$ cat src/rtl/pad_state_sender.sv
// pad_state_sender
//   Sends the SHA1 ipad/opad initial-state pair of one candidate across an
//   asynchronous boundary. The ipad goes first, then the opad. Each word
//   uses a 4-phase request/acknowledge handshake.
//
// Ports
//   clk            : single clock for all logic
//   global_reset_n : asynchronous active-low reset
//   in_ipad[159:0] : ipad initial state of the offered candidate
//   in_opad[159:0] : opad initial state of the same candidate
//   in_valid       : offered pair is valid
//   in_ready       : the pair is accepted on a clk edge where in_valid and
//                    in_ready are both high
//   iopad_hash     : registered pad state presented to the hash pipe
//   pad_type       : 0 = ipad, 1 = opad (registered)
//   iready         : registered request strobe of the 4-phase handshake
//   readack        : asynchronous acknowledge from the hash pipe
//   busy           : FSM not in IDLE, or a pair is buffered
//   pairs_sent     : count of fully acknowledged ipad+opad pairs (wraps)
//   fsm_state_o    : debug view of the FSM state encoding
//
// Input handshake: a transfer happens on every rising clk edge where
// in_valid=1 and in_ready=1. in_ready is derived only from registers. The
// producer must keep in_ipad/in_opad stable while in_valid is high.
//
// Build option PAD_SENDER_PREFETCH_EN adds a second pair slot. With it,
// in_ready stays high while that slot is empty, including during an
// active handshake. The next pair then goes from REL_O straight into
// LOAD_I, with no IDLE cycle in between. Without it, only one pair is
// held, and in_ready is high only in IDLE with no pair buffered.

module pad_state_sender (
  input  logic         clk,
  input  logic         global_reset_n,
  input  logic [159:0] in_ipad,
  input  logic [159:0] in_opad,
  input  logic         in_valid,
  output logic         in_ready,
  output logic [159:0] iopad_hash,
  output logic         pad_type,
  output logic         iready,
  input  logic         readack,
  output logic         busy,
  output logic [31:0]  pairs_sent,
  output logic [2:0]   fsm_state_o
);

  typedef enum logic [2:0] {
    IDLE   = 3'd0,
    LOAD_I = 3'd1,
    REQ_I  = 3'd2,
    REL_I  = 3'd3,
    LOAD_O = 3'd4,
    REQ_O  = 3'd5,
    REL_O  = 3'd6
  } state_e;

  state_e        state_q;
  logic          ack_meta_q;
  logic          ack_q;
  logic          run_q;
  logic          iready_q;
  logic          pad_type_q;
  logic [159:0]  iopad_hash_q;
  logic [31:0]   pairs_sent_q;

  // slot0 holds the pair currently being sent. It stays valid until REL_O exits.
  logic          slot0_valid_q;
  logic [159:0]  slot0_ipad_q;
  logic [159:0]  slot0_opad_q;

  logic          accept;
  logic          rel_o_done;
  logic          next_pair_ready;
  logic [159:0]  next_ipad;

  // readack is asynchronous. Only ack_q, the synchronized copy, is used.
  always_ff @(posedge clk or negedge global_reset_n) begin
    if (!global_reset_n) begin
      ack_meta_q <= 1'b0;
      ack_q      <= 1'b0;
    end else begin
      ack_meta_q <= readack;
      ack_q      <= ack_meta_q;
    end
  end

  // run_q holds in_ready low until the first edge after reset is released.
  always_ff @(posedge clk or negedge global_reset_n) begin
    if (!global_reset_n) begin
      run_q <= 1'b0;
    end else begin
      run_q <= 1'b1;
    end
  end

  assign accept     = in_valid & in_ready;
  assign rel_o_done = (state_q == REL_O) & ~ack_q;

`ifdef PAD_SENDER_PREFETCH_EN
  logic          slot1_valid_q;
  logic [159:0]  slot1_ipad_q;
  logic [159:0]  slot1_opad_q;

  assign in_ready        = run_q & ~slot1_valid_q;
  assign next_pair_ready = slot1_valid_q;
  assign next_ipad       = slot1_ipad_q;

  always_ff @(posedge clk or negedge global_reset_n) begin
    if (!global_reset_n) begin
      slot0_valid_q <= 1'b0;
      slot0_ipad_q  <= '0;
      slot0_opad_q  <= '0;
      slot1_valid_q <= 1'b0;
      slot1_ipad_q  <= '0;
      slot1_opad_q  <= '0;
    end else if (rel_o_done) begin
      if (slot1_valid_q) begin
        // Promote the prefetched pair. in_ready is low, so nothing is accepted.
        slot0_ipad_q  <= slot1_ipad_q;
        slot0_opad_q  <= slot1_opad_q;
        slot1_valid_q <= 1'b0;
      end else begin
        slot0_valid_q <= accept;
        if (accept) begin
          slot0_ipad_q <= in_ipad;
          slot0_opad_q <= in_opad;
        end
      end
    end else if (accept) begin
      if (!slot0_valid_q) begin
        slot0_valid_q <= 1'b1;
        slot0_ipad_q  <= in_ipad;
        slot0_opad_q  <= in_opad;
      end else begin
        slot1_valid_q <= 1'b1;
        slot1_ipad_q  <= in_ipad;
        slot1_opad_q  <= in_opad;
      end
    end
  end
`else
  assign in_ready        = run_q & (state_q == IDLE) & ~slot0_valid_q;
  assign next_pair_ready = 1'b0;
  assign next_ipad       = slot0_ipad_q;

  always_ff @(posedge clk or negedge global_reset_n) begin
    if (!global_reset_n) begin
      slot0_valid_q <= 1'b0;
      slot0_ipad_q  <= '0;
      slot0_opad_q  <= '0;
    end else if (rel_o_done) begin
      slot0_valid_q <= 1'b0;
    end else if (accept) begin
      slot0_valid_q <= 1'b1;
      slot0_ipad_q  <= in_ipad;
      slot0_opad_q  <= in_opad;
    end
  end
`endif

  // Data and pad_type are loaded on the edge that enters LOAD_x.
  // iready rises one edge later, so the data is settled before the request.
  always_ff @(posedge clk or negedge global_reset_n) begin
    if (!global_reset_n) begin
      state_q      <= IDLE;
      iready_q     <= 1'b0;
      pad_type_q   <= 1'b0;
      iopad_hash_q <= '0;
      pairs_sent_q <= '0;
    end else begin
      case (state_q)
        IDLE: begin
          if (slot0_valid_q && !ack_q) begin
            state_q      <= LOAD_I;
            iopad_hash_q <= slot0_ipad_q;
            pad_type_q   <= 1'b0;
          end
        end
        LOAD_I: begin
          state_q  <= REQ_I;
          iready_q <= 1'b1;
        end
        REQ_I: begin
          if (ack_q) begin
            state_q  <= REL_I;
            iready_q <= 1'b0;
          end
        end
        REL_I: begin
          if (!ack_q) begin
            state_q      <= LOAD_O;
            iopad_hash_q <= slot0_opad_q;
            pad_type_q   <= 1'b1;
          end
        end
        LOAD_O: begin
          state_q  <= REQ_O;
          iready_q <= 1'b1;
        end
        REQ_O: begin
          if (ack_q) begin
            state_q  <= REL_O;
            iready_q <= 1'b0;
          end
        end
        REL_O: begin
          if (!ack_q) begin
            pairs_sent_q <= pairs_sent_q + 32'd1;
            if (next_pair_ready) begin
              state_q      <= LOAD_I;
              iopad_hash_q <= next_ipad;
              pad_type_q   <= 1'b0;
            end else begin
              state_q <= IDLE;
            end
          end
        end
        default: begin
          state_q  <= IDLE;
          iready_q <= 1'b0;
        end
      endcase
    end
  end

  assign iready      = iready_q;
  assign pad_type    = pad_type_q;
  assign iopad_hash  = iopad_hash_q;
  assign pairs_sent  = pairs_sent_q;
  assign busy        = (state_q != IDLE) | slot0_valid_q;
  assign fsm_state_o = state_q;

endmodule

$ cat config.mk
export PLATFORM = sky130hd
export DESIGN_NAME = pad_state_sender
export DESIGN_NICKNAME = d
export VERILOG_FILES = /design/src/rtl/pad_state_sender.sv
export SDC_FILE = /design/constraint.sdc
export NUM_CORES = 1
export LEC_CHECK = 0
export CAP_MARGIN = 0
export CELL_PAD_IN_SITES_DETAIL_PLACEMENT = 1
export CELL_PAD_IN_SITES_GLOBAL_PLACEMENT = 2
export CORE_AREA = 2 2 259 261
export DETAILED_ROUTE_END_ITERATION = 6
export DIE_AREA = 0 0 261 263
export GPL_TIMING_DRIVEN = 0
export PLACE_DENSITY = 0.84
export SLEW_MARGIN = 5
export SYNTH_ARGS = -nofsm -noshare
export SYNTH_HDL_FRONTEND = slang
export SYNTH_SLANG_ARGS = --single-unit
$ cat constraint.sdc
create_clock -name clk -period 2.25 [get_ports clk]
set_input_delay 0.5625 -clock clk [delete_from_list [all_inputs] [get_ports clk]]
set_output_delay 0.5625 -clock clk [all_outputs]
set_load 0.01 [all_outputs]
==> flow_summary.toml, run 1 <==
[grt]
grt_pass1_wl_um = 106000
grt_start_max_net_pins = 116
grt_pass1_vias = 17000
antenna_found_initial = 27
grt_overflow = 0
grt_usage = 0.203

[placement]
placed_cells = 2942
gp_congestion = 0.806
port_buffers = 522
dpl.hpwl_um = 50000

[final_layout]
nets = 2517
drive_gt1_frac = 0.258
area_delta_synth_final_pct = 44.3
final_core_util = 0.489
fin_cells = 3112

[routing]
initialDrtViolationCount = 769
ant_nets = 0
finalWirelength_um = 75100
viasPerCell = 4.84
drt-pass1-iter-count = 4
drt-wirelength-per-cell_um = 24.1
via_count = 15100
drcViolationCount = 0

[timing]
relSlewSlack = 0.568
period_minus_slack_ps = 2410
hold_viol = 100
setup_viol = 252
timing.final.crit_share = 1.07
fmax_mhz = 415
hold-worst-slack_ps = -87.7
fin_ws_ps = -162
finalClockSkew_ps = 21.4
report.final.slew_viol_count = 0
rsz0062_at_grt = "true"
tightest_slew_ps = 648

[yosys]
avgSynthCellArea_um2 = 14.3
synthSimpleGateAreaFrac = 0.0486
synthXorXnorAreaFrac = 0.0122
synth_edf_count = 0
ys_warn_count = 0
mappedNetlistNets = 1877
ys_async_sr_fraction = 1.00
netlist_area_um2 = 22200
netlist_instances = 1552
synthDistinctLibCells = 39
synth_top_area_cell = "dfrtp_1"
synth_top_area_share = 0.586
synth-compound-area-share = 0.0394
ys_ff_latch = 521
synth.area.mux_share = 0.283
synth_fa_ha_area_frac = 0.000562
synth.area.top_cells = "dfrtp_1, mux2_4, mux2i_1"
synth-main-ff-cell = "dfrtp_1"
yosysSeqAreaShare = 0.586
synth_top_family_by_area = "multiplexers"

[die]
die_w_um = 261
rows = 94
die-height_um = 263
io_pins = 523
die_area_um2 = 68600
coreArea_um2 = 65600
start_util = 0.339

[worst_setup_path]
endpoint_kind = "flop"
worstPathCellList = "buf_6, nor4_4, and2_4, buf_6, buf_6, nand3_4, buf_8, buf_16, clkbuf_16, mux2_4"
critical_path_class = "flop to flop"
crit_path_max_fanout = 8
cp_num_buf_inv = 6
cp.arrival_ps = 2900
crit_required_ps = 2740
crit_path_max_incr_delay_ps = 390
path_delay_family = "buffers and inverters"
critPathLaunchType = "flop"
critPathSlowestCell = "dfrtp_1"
crit_top_cell = "buf_6"

[clock_network]
clk-insertion-delay-late_ps = 610
cts_buffer_depth = 3
numCtsBuffers = 58
h-tree-depth = 2
cts_sinks = 521
cts_tree = "yes"
cts-root-buf = "clkbuf_16"
clkTransAtPathRegs_ps = 60
holdBufCountCts = 1

[power_and_ir_drop]
power.density_nw_per_um2 = 1280
vdd_drop_max_v = 0.000665
power_leakage_nw = 16.0

[run]
max_cap_viol_count = 0

[min_path]
worstHoldPathType = "input port to async pin"

[status]
violations = "negative hold slack, negative setup slack"
status = "finished with violations"
==> through the flow <==
stage | total power [mW] | worst slack, ps | hold slack [ps] | cell area [um2] | setup TNS, ps
2_1_floorplan | 23.7 | 316 | 267 | 22200 | 0
3_3_place_gp | 30.1 | -22540 | 339 | 28600 | -
3_5_place_dp | 30.7 | -1170 | 345 | 28700 | -223840
4_1_cts | 41.0 | -132 | 1.44 | 31000 | -269
5_1_grt | 43.3 | -236 | -63.3 | 32100 | -49070
6_report | 41.1 | -162 | -87.7 | 32100 | -28900
==> cell usage after synthesis (2+ instances only) <==
library cell and instances:
mux2_2 31, and3_1 5, mux2i_1 160, a21oi_1 5, mux2_4 289, buf_2 35
and4_1 3, xor2_1 21, clkbuf_1 24, o21ai_0 163, a211oi_1 2, nor3b_1 2
nor4_2 3, buf_6 32, nor2_1 8, xnor2_1 10, nor3_1 15, nand2b_1 3
inv_1 6, nand4_1 8, nand2_1 180, buf_4 3, nand3_1 8, dfrtp_1 521
==> cells in the final DEF (no fill, tap or decap), types with 5 or more instances in the layout <==
| cell | netlist | layout |
|---|---|---|
| nor2_1 | 8 | 7 |
| o21ai_0 | 163 | 163 |
| clkbuf_8 | 0 | 13 |
| inv_1 | 6 | 5 |
| buf_12 | 0 | 31 |
| buf_4 | 3 | 25 |
| xor2_1 | 21 | 21 |
| diode_2 | 0 | 15 |
| nand3_1 | 8 | 8 |
| mux2i_1 | 160 | 160 |
| buf_8 | 0 | 5 |
| buf_16 | 0 | 9 |
| bufinv_16 | 0 | 5 |
| a21oi_1 | 5 | 5 |
| and3_1 | 5 | 5 |
| buf_6 | 32 | 11 |
| dfrtp_2 | 0 | 7 |
| xnor2_1 | 10 | 10 |
| mux2_2 | 31 | 31 |
| clkdlybuf4s50_1 | 0 | 505 |
| clkinv_2 | 0 | 10 |
| clkbuf_4 | 0 | 5 |
| clkbuf_2 | 0 | 11 |
| dlygate4sd2_1 | 0 | 11 |
| buf_2 | 35 | 17 |
| nor3_1 | 15 | 15 |
| mux2_4 | 289 | 289 |
| nand4_1 | 8 | 8 |
| dfrtp_1 | 521 | 514 |
| clkbuf_16 | 0 | 88 |
| clkbuf_1 | 24 | 20 |
| nand2_1 | 180 | 180 |
==> kinds of logic (layout without fill, tap and decap cells) <==
kind of cell / Yosys count / count (layout)
buffers and inverters: 101 / 782
xor gates and xnor gates: 31 / 31
DFF: 521 / 521
other: 1 / 16
muxes: 480 / 480
adders and majority gates: 1 / 1
AOI/OAI and AO/OA: 173 / 173
and+or+nand+nor: 244 / 244
==> sequential cells by signal, indices dropped and copies added (netlist names) <==
| signal | count |
|---|---|
| iready | 1 |
| ack_q | 1 |
| iopad_hash | 160 |
| next_ipad | 160 |
| pairs_sent | 32 |
| pad_type | 1 |
| slot0_valid_q | 1 |
| fsm_state_o | 3 |
| ack_meta_q | 1 |
| slot0_opad_q | 160 |
| run_q | 1 |
==> where the power goes <==
group          switching [mW]  internal, mW  total [mW]
logic                    6.72          8.96        15.7
registers                2.43          13.3        15.8
clock network            3.95          5.73        9.68
total                    13.1          28.0        41.1
==> per-layer routing <==
layer  routed length [um]  up-vias  global-route usage
met4                 2980       20              0.0858
met2                37200      400               0.345
met1                29600     7771               0.240
met3                 5160      166              0.0575
li1                     -     6706                   -
met5                  126        -                   0
==> timing repair <==
item | in CTS | in global routing
setup buffers | 12 | 15
pin swaps | 4 | 2
gates cloned | 2 | 29
setup endpoints to repair | 486 | 456
hold endpoints to repair | 1 | 100
gates resized for setup | 89 | 88
==> layout make-up <==
type / count / area [um2]
Timing Repair Buffer: 584 / 6430
Clock inverter: 20 / 239
Fill cell: 6570 / 33500
Multi-Input combinational cell: 930 / 8580
Clock buffer: 81 / 1680
Sequential cell: 521 / 13000
Buffer: 91 / 985
Antenna cell: 15 / 37.5
Tap cell: 864 / 1080
Inverter: 6 / 22.5
==> worst paths after layout <==
kind | startpoint | endpoint | slack [ps] | cells after the start
max in group asynchronous | global_reset_n | next_ipad[28]$_DFFE_PN0P_ | 450 | 4
worst max register to register | fsm_state_o[2]$_DFFE_PN0P_ | slot0_opad_q[147]$_DFFE_PN0P_ | -160 | 10
worst max-delay path | fsm_state_o[2]$_DFFE_PN0P_ | slot0_opad_q[147]$_DFFE_PN0P_ | -160 | 10
min in group clk | ack_meta_q$_DFF_PN0_ | ack_q$_DFF_PN0_ | 370 | 0
worst min-delay path | global_reset_n | pairs_sent[24]$_DFFE_PN0P_ | -90 | 1
worst min register to register | ack_meta_q$_DFF_PN0_ | ack_q$_DFF_PN0_ | 370 | 0
Note: power is estimated with default switching activity, not from simulation.
==> run 2, diff against run 1 <==
--- a/config.mk
+++ b/config.mk
@@ -11,7 +11,6 @@
 export CORE_AREA = 2 2 259 261
 export DETAILED_ROUTE_END_ITERATION = 6
 export DIE_AREA = 0 0 261 263
-export GPL_TIMING_DRIVEN = 0
 export PLACE_DENSITY = 0.84
 export SLEW_MARGIN = 5
 export SYNTH_ARGS = -nofsm -noshare
==> run 2 against run 1 <==
Net effect: the run now ends clean; via count down 4.4%; clock power up 0.8%; count of clock-buffer cells in the layout up 2; sequential cell count unchanged; sequential power about the same; first-iteration DRC count down 27%; maximum frequency up 11%; critical path depth down 9; cell area down 3.5%; critical path type is now flop to output port; critical endpoint is now pairs_sent[13]; largest power group unchanged.
==> flow_summary.toml, run 2 (synthesized netlist as in run 1, its figures left out) <==
[grt]
grt_overflow = 0
antenna_found_initial = 16
grt_start_max_net_pins = 70
grt_usage = 0.187
grt_pass1_wl_um = 100000
grt_pass1_vias = 16600

[placement]
port_buffers = 522
dpl.hpwl_um = 46400
placed_cells = 2923
post-place-ws_ps = 84.9
gp_congestion = 0.813
place_area_um2 = 28900

[timing]
timing.final.crit_share = 0.970
finalClockSkew_ps = 17.3
tightest_slew_ps = 502
fin_ws_ps = 67.8
setup_viol = 0
hold-worst-slack_ps = 354
relSlewSlack = 0.665
period_minus_slack_ps = 2180
report.final.slew_viol_count = 0
hold_viol = 0
rsz0062_at_grt = "true"
fmax_mhz = 458

[clock_network]
cts-root-buf = "clkbuf_16"
clk-insertion-delay-late_ps = 590
clkTransAtPathRegs_ps = 60
cts_buffer_depth = 3
numCtsBuffers = 58
h-tree-depth = 2
cts_tree = "yes"
cts_sinks = 521

[routing]
viasPerCell = 4.73
m1WireLength_um = 25900
ant_nets = 0
top_layer_used = "met5"
dr_wl_met3_um = 4340
via_count = 14400
drt-pass1-iter-count = 4
finalWirelength_um = 65100
wl_met2_um = 32300
drcViolationCount = 0
drt-wirelength-per-cell_um = 21.4
initialDrtViolationCount = 562

[die]
start_util = 0.339
io_pins = 523
coreArea_um2 = 65600
die_area_um2 = 68600
rows = 94
die_w_um = 261
die-height_um = 263

[final_layout]
layout_common_cells = "dfrtp_1, clkdlybuf4s50_1, mux2_4"
drive_gt1_frac = 0.235
fin_cells = 3043
nets = 2446
fillerInstances = 6639
area_delta_synth_final_pct = 39.2
final_common_cell = "dfrtp_1"
final_area_um2 = 31000
final_core_util = 0.472

[worst_setup_path]
crit_path_max_fanout = 4
rrSetupSlack_ps = 70
cp.arrival_ps = 1620
worstPathCellList = "clkdlybuf4s50_1"
timing.rr.end = "next_ipad[28]$_DFFE_PN0P_"
rr_startpoint = "fsm_state_o[0]$_DFFE_PN0P_"
critical_path_class = "flop to output port"
reg2regPathDepth = 6
path_delay_family = "buffers and inverters"
crit_required_ps = 1690
cp_num_buf_inv = 1
crit_path_max_incr_delay_ps = 600
endpoint_kind = "output port"
critPathLaunchType = "flop"
critPathSlowestCell = "clkdlybuf4s50_1"

[power_and_ir_drop]
power_leakage_nw = 15.6
vdd_drop_max_v = 0.000649
power.density_nw_per_um2 = 1300

[min_path]
worstHoldPathType = "flop to flop"
worstHoldStart = "ack_meta_q$_DFF_PN0_"
min_delay_path_depth = 0
whs_endpoint = "ack_q$_DFF_PN0_"

[status]
status = "complete, no violations"

[run]
max_cap_viol_count = 0
[run 2: worst max path at each step]
stage	startpoint	end	slack [ps]	cells after the start
after detailed placement	fsm_state_o[0]$_DFFE_PN0P_	next_ipad[19]$_DFFE_PN0P_	80	6
after global routing	fsm_state_o[1]$_DFFE_PN0P_	in_ready	-40	3
final	pairs_sent[13]$_DFFE_PN0P_	pairs_sent[13]	70	1
after global placement	in_valid	next_ipad[37]$_DFFE_PN0P_	110	5
after CTS	fsm_state_o[0]$_DFFE_PN0P_	in_ready	-180	3
after floorplan	fsm_state_o[0]$_DFFE_PN0P_	next_ipad[0]$_DFFE_PN0P_	320	6
[run 2: timing repair]
item	4_1_cts	5_1_grt
gates resized for setup	17	14
pin swaps	0	3
buffers inserted	0	1
hold endpoints to repair	21	0
endpoints found under the setup margin	12	10
hold buffers	1	0
[run 2: cell type report]
type	instances	area [um2]	share of cell area
Antenna cell	12	30.0	0.000969
Clock buffer	83	1690	0.0545
Sequential cell	521	13000	0.421
Multi-Input combinational cell	930	8570	0.277
Timing Repair Buffer	604	6270	0.202
Tap cell	864	1080	0.0349
Clock inverter	23	277	0.00893
Inverter	6	22.5	0.000727
[run 2: routing by layer]
metal | vias to the layer above | global-route usage
li1 | 6536 | -
met1 | 7349 | 0.220
met2 | 374 | 0.318
met3 | 132 | 0.0530
met4 | 8 | 0.0815
met5 | - | 0
[run 2: report_power, final]
part	internal [mW]	switching, mW
sequential	13.3	2.48
combinational	8.65	6.13
clock	5.87	3.89
[run 2: through the flow]
stage,power [mW],setup TNS (ps)
after floorplan,23.7,0
after global placement,30.1,0
after detailed placement,30.8,0
after CTS,40.9,-183
after global routing,42.8,-84.2
final,40.4,0
==> run 3, diff against run 2 <==
--- a/config.mk
+++ b/config.mk
@@ -12,6 +12,7 @@
 export DETAILED_ROUTE_END_ITERATION = 6
 export DIE_AREA = 0 0 261 263
 export PLACE_DENSITY = 0.84
+export REMOVE_ABC_BUFFERS = 1
 export SLEW_MARGIN = 5
 export SYNTH_ARGS = -nofsm -noshare
 export SYNTH_HDL_FRONTEND = slang
==> constraint.sdc (replaced) <==
create_clock -name clk -period 2.1 [get_ports clk]
set_input_delay 0.525 -clock clk [delete_from_list [all_inputs] [get_ports clk]]
set_output_delay 0.525 -clock clk [all_outputs]
set_load 0.01 [all_outputs]
==> run 3 against run 2 <==
Net effect: the flow now finishes with violations (negative setup slack); count of clock-buffer cells in the layout up 7; non-clock buffer count up 64; clock power up 8%; cell count up 2.0%; register-to-register slack worse by 140 ps; sequential share of layout area down 1.3 points; power up 8.3%; sequential cell count unchanged; combinational power up 9%; hold slack better by 4.5 ps; clock skew up 2.0 ps; critical endpoint is now next_ipad[103]$_DFFE_PN0P_.
==> flow_summary.toml, run 3 (synthesized netlist as in run 1, its figures left out) <==
[status]
violations = "negative setup slack"
status = "finished with violations"

[final_layout]
drive_gt1_frac = 0.260
nets = 2510
final_core_util = 0.487
layout_common_cells = "dfrtp_1, clkdlybuf4s50_1, mux2_4"
fillerInstances = 6589
final_common_cell = "dfrtp_1"
area_delta_synth_final_pct = 43.7

[routing]
viasPerCell = 4.72
finalWirelength_um = 67500
initialDrtViolationCount = 657
drt-wirelength-per-cell_um = 21.7
ant_nets = 0
drcViolationCount = 0
via_count = 14700
drt-pass1-iter-count = 4

[run]
max_cap_viol_count = 0

[clock_network]
cts_buffer_depth = 3
clkTransAtPathRegs_ps = 60
h-tree-depth = 2
cts_tree = "yes"
numCtsBuffers = 58
cts-root-buf = "clkbuf_16"
cts_sinks = 521
clk-insertion-delay-late_ps = 600

[timing]
fmax_mhz = 461
rsz0062_at_grt = "true"
timing.final.crit_share = 1.03
finalClockSkew_ps = 19.4
relSlewSlack = 0.615
fin_ws_ps = -70.1
report.final.slew_viol_count = 0
setup_viol = 135
period_minus_slack_ps = 2170
hold-worst-slack_ps = 358
setup_tns_ps = -2560
hold_viol = 0
tightest_slew_ps = 577

[grt]
antenna_found_initial = 14
grt_overflow = 0
grt_pass1_wl_um = 100000
grt_usage = 0.187
grt_pass1_vias = 16800
grt_start_max_net_pins = 66

[power_and_ir_drop]
clkPwrFrac = 0.241
power.share.sequential = 0.388
total_power_mw = 43.7
power.switching_mw = 13.5
comb_power_share = 0.371
power.density_nw_per_um2 = 1370
p_int_mw = 30.2
p_sw_frac = 0.310
vdd_drop_max_v = 0.000801
power_leakage_nw = 16.5

[worst_setup_path]
critPathLaunchType = "flop"
critical_path_class = "flop to flop"
worstPathCellList = "nand2b_1, or3b_4, nand3_4, buf_12, buf_16, clkbuf_16, mux2_2"
path_delay_family = "simple AND/OR/NAND/NOR gates"
crit_path_max_incr_delay_ps = 440
crit_path_max_fanout = 8
critPathSlowestCell = "dfrtp_1"
crit_required_ps = 2570
endpoint_kind = "flop"
cp.arrival_ps = 2640
cp_num_buf_inv = 3

[die]
die-height_um = 263
start_util = 0.339
die_w_um = 261
rows = 94
coreArea_um2 = 65600
io_pins = 523
die_area_um2 = 68600

[placement]
gp_congestion = 0.811
dpl.hpwl_um = 46000
port_buffers = 522

[min_path]
worstHoldPathType = "flop to flop"
[run 3: cell types whose count changed in the layout (fill, tap and decap cells not counted), moves of 8 or more]
| cell | change |
|---|---|
| buf_16 | +14 |
| dlygate4sd2_1 | +82 |
| buf_6 | +11 |
| buf_4 | +28 |
| clkbuf_16 | +14 |
| clkinv_2 | -8 |
| clkdlybuf4s50_1 | -89 |
[run 3: path summary, 6_finish.rpt]
path | startpoint | endpoint | slack, ps | cells after the start
max in group asynchronous | global_reset_n | iopad_hash[118]$_DFFE_PN0P_ | 810 | 3
worst min-delay path | ack_meta_q$_DFF_PN0_ | ack_q$_DFF_PN0_ | 360 | 0
worst max-delay path | fsm_state_o[2]$_DFFE_PN0P_ | next_ipad[103]$_DFFE_PN0P_ | -70 | 7
min in group asynchronous | global_reset_n | iopad_hash[0]$_DFFE_PN0P_ | 520 | 2
worst max register to register | fsm_state_o[2]$_DFFE_PN0P_ | next_ipad[103]$_DFFE_PN0P_ | -70 | 7
worst min register to register | ack_meta_q$_DFF_PN0_ | ack_q$_DFF_PN0_ | 360 | 0
[run 3: power by group through the flow]
stage	logic (mW)	clock network [mW]	registers (mW)
after CTS	15.9	10.8	17.0
after detailed placement	16.1	0	17.1
after global routing	17.5	11.2	17.5
final	16.2	10.5	17.0
after global placement	15.5	0	16.8
after floorplan	7.46	0	16.8
[run 3: worst register-to-register path, cell delays in order (launching register included)]
cell and delay (ps):
dfrtp_1 440, nand2b_1 130, or3b_4 410, nand3_4 170
buf_12 160, buf_16 180, clkbuf_16 230, mux2_2 340
[run 3: metrics by stage]
| stage | cells | setup slack, ps | area (um2) |
|---|---|---|---|
| 3_5_place_dp | 2946 | -41.4 | 29100 |
| 6_report | 3103 | -70.1 | 32000 |
| 5_1_grt | 3102 | -175 | 32000 |
| 3_3_place_gp | 2946 | -21.6 | 29100 |
| 2_1_floorplan | 1457 | -8660 | 21600 |
| 4_1_cts | 3067 | -176 | 31300 |
[run 3: per-layer routing]
metal,global-route usage,vias up,share of wire
met5,0.00356,-,0.0016
met4,0.0573,14,0.027
met3,0.0466,111,0.056
met2,0.322,374,0.50
met1,0.229,7491,0.41
li1,-,6660,-
[run 3: area by class of cell]
cell class | instances | area, um2 | area share
diodes | 9 | 22.5 | 0.000704
clock buffers | 90 | 1750 | 0.0548
clock inverters | 15 | 236 | 0.00740
inverters | 6 | 22.5 | 0.000704
multi-input cells | 930 | 8600 | 0.269
flip-flops and latches | 521 | 13000 | 0.408
well taps | 864 | 1080 | 0.0338
repair buffers | 668 | 7220 | 0.226
[run 3: what timing repair did]
action / CTS / global route
hold buffers: 1 / 0
pin swaps: 2 / 4
cloned: 5 / 16
gates resized for setup: 127 / 58
setup endpoints to repair: 146 / 413
endpoints found under the hold margin: 28 / 0
buffers inserted: 11 / 15
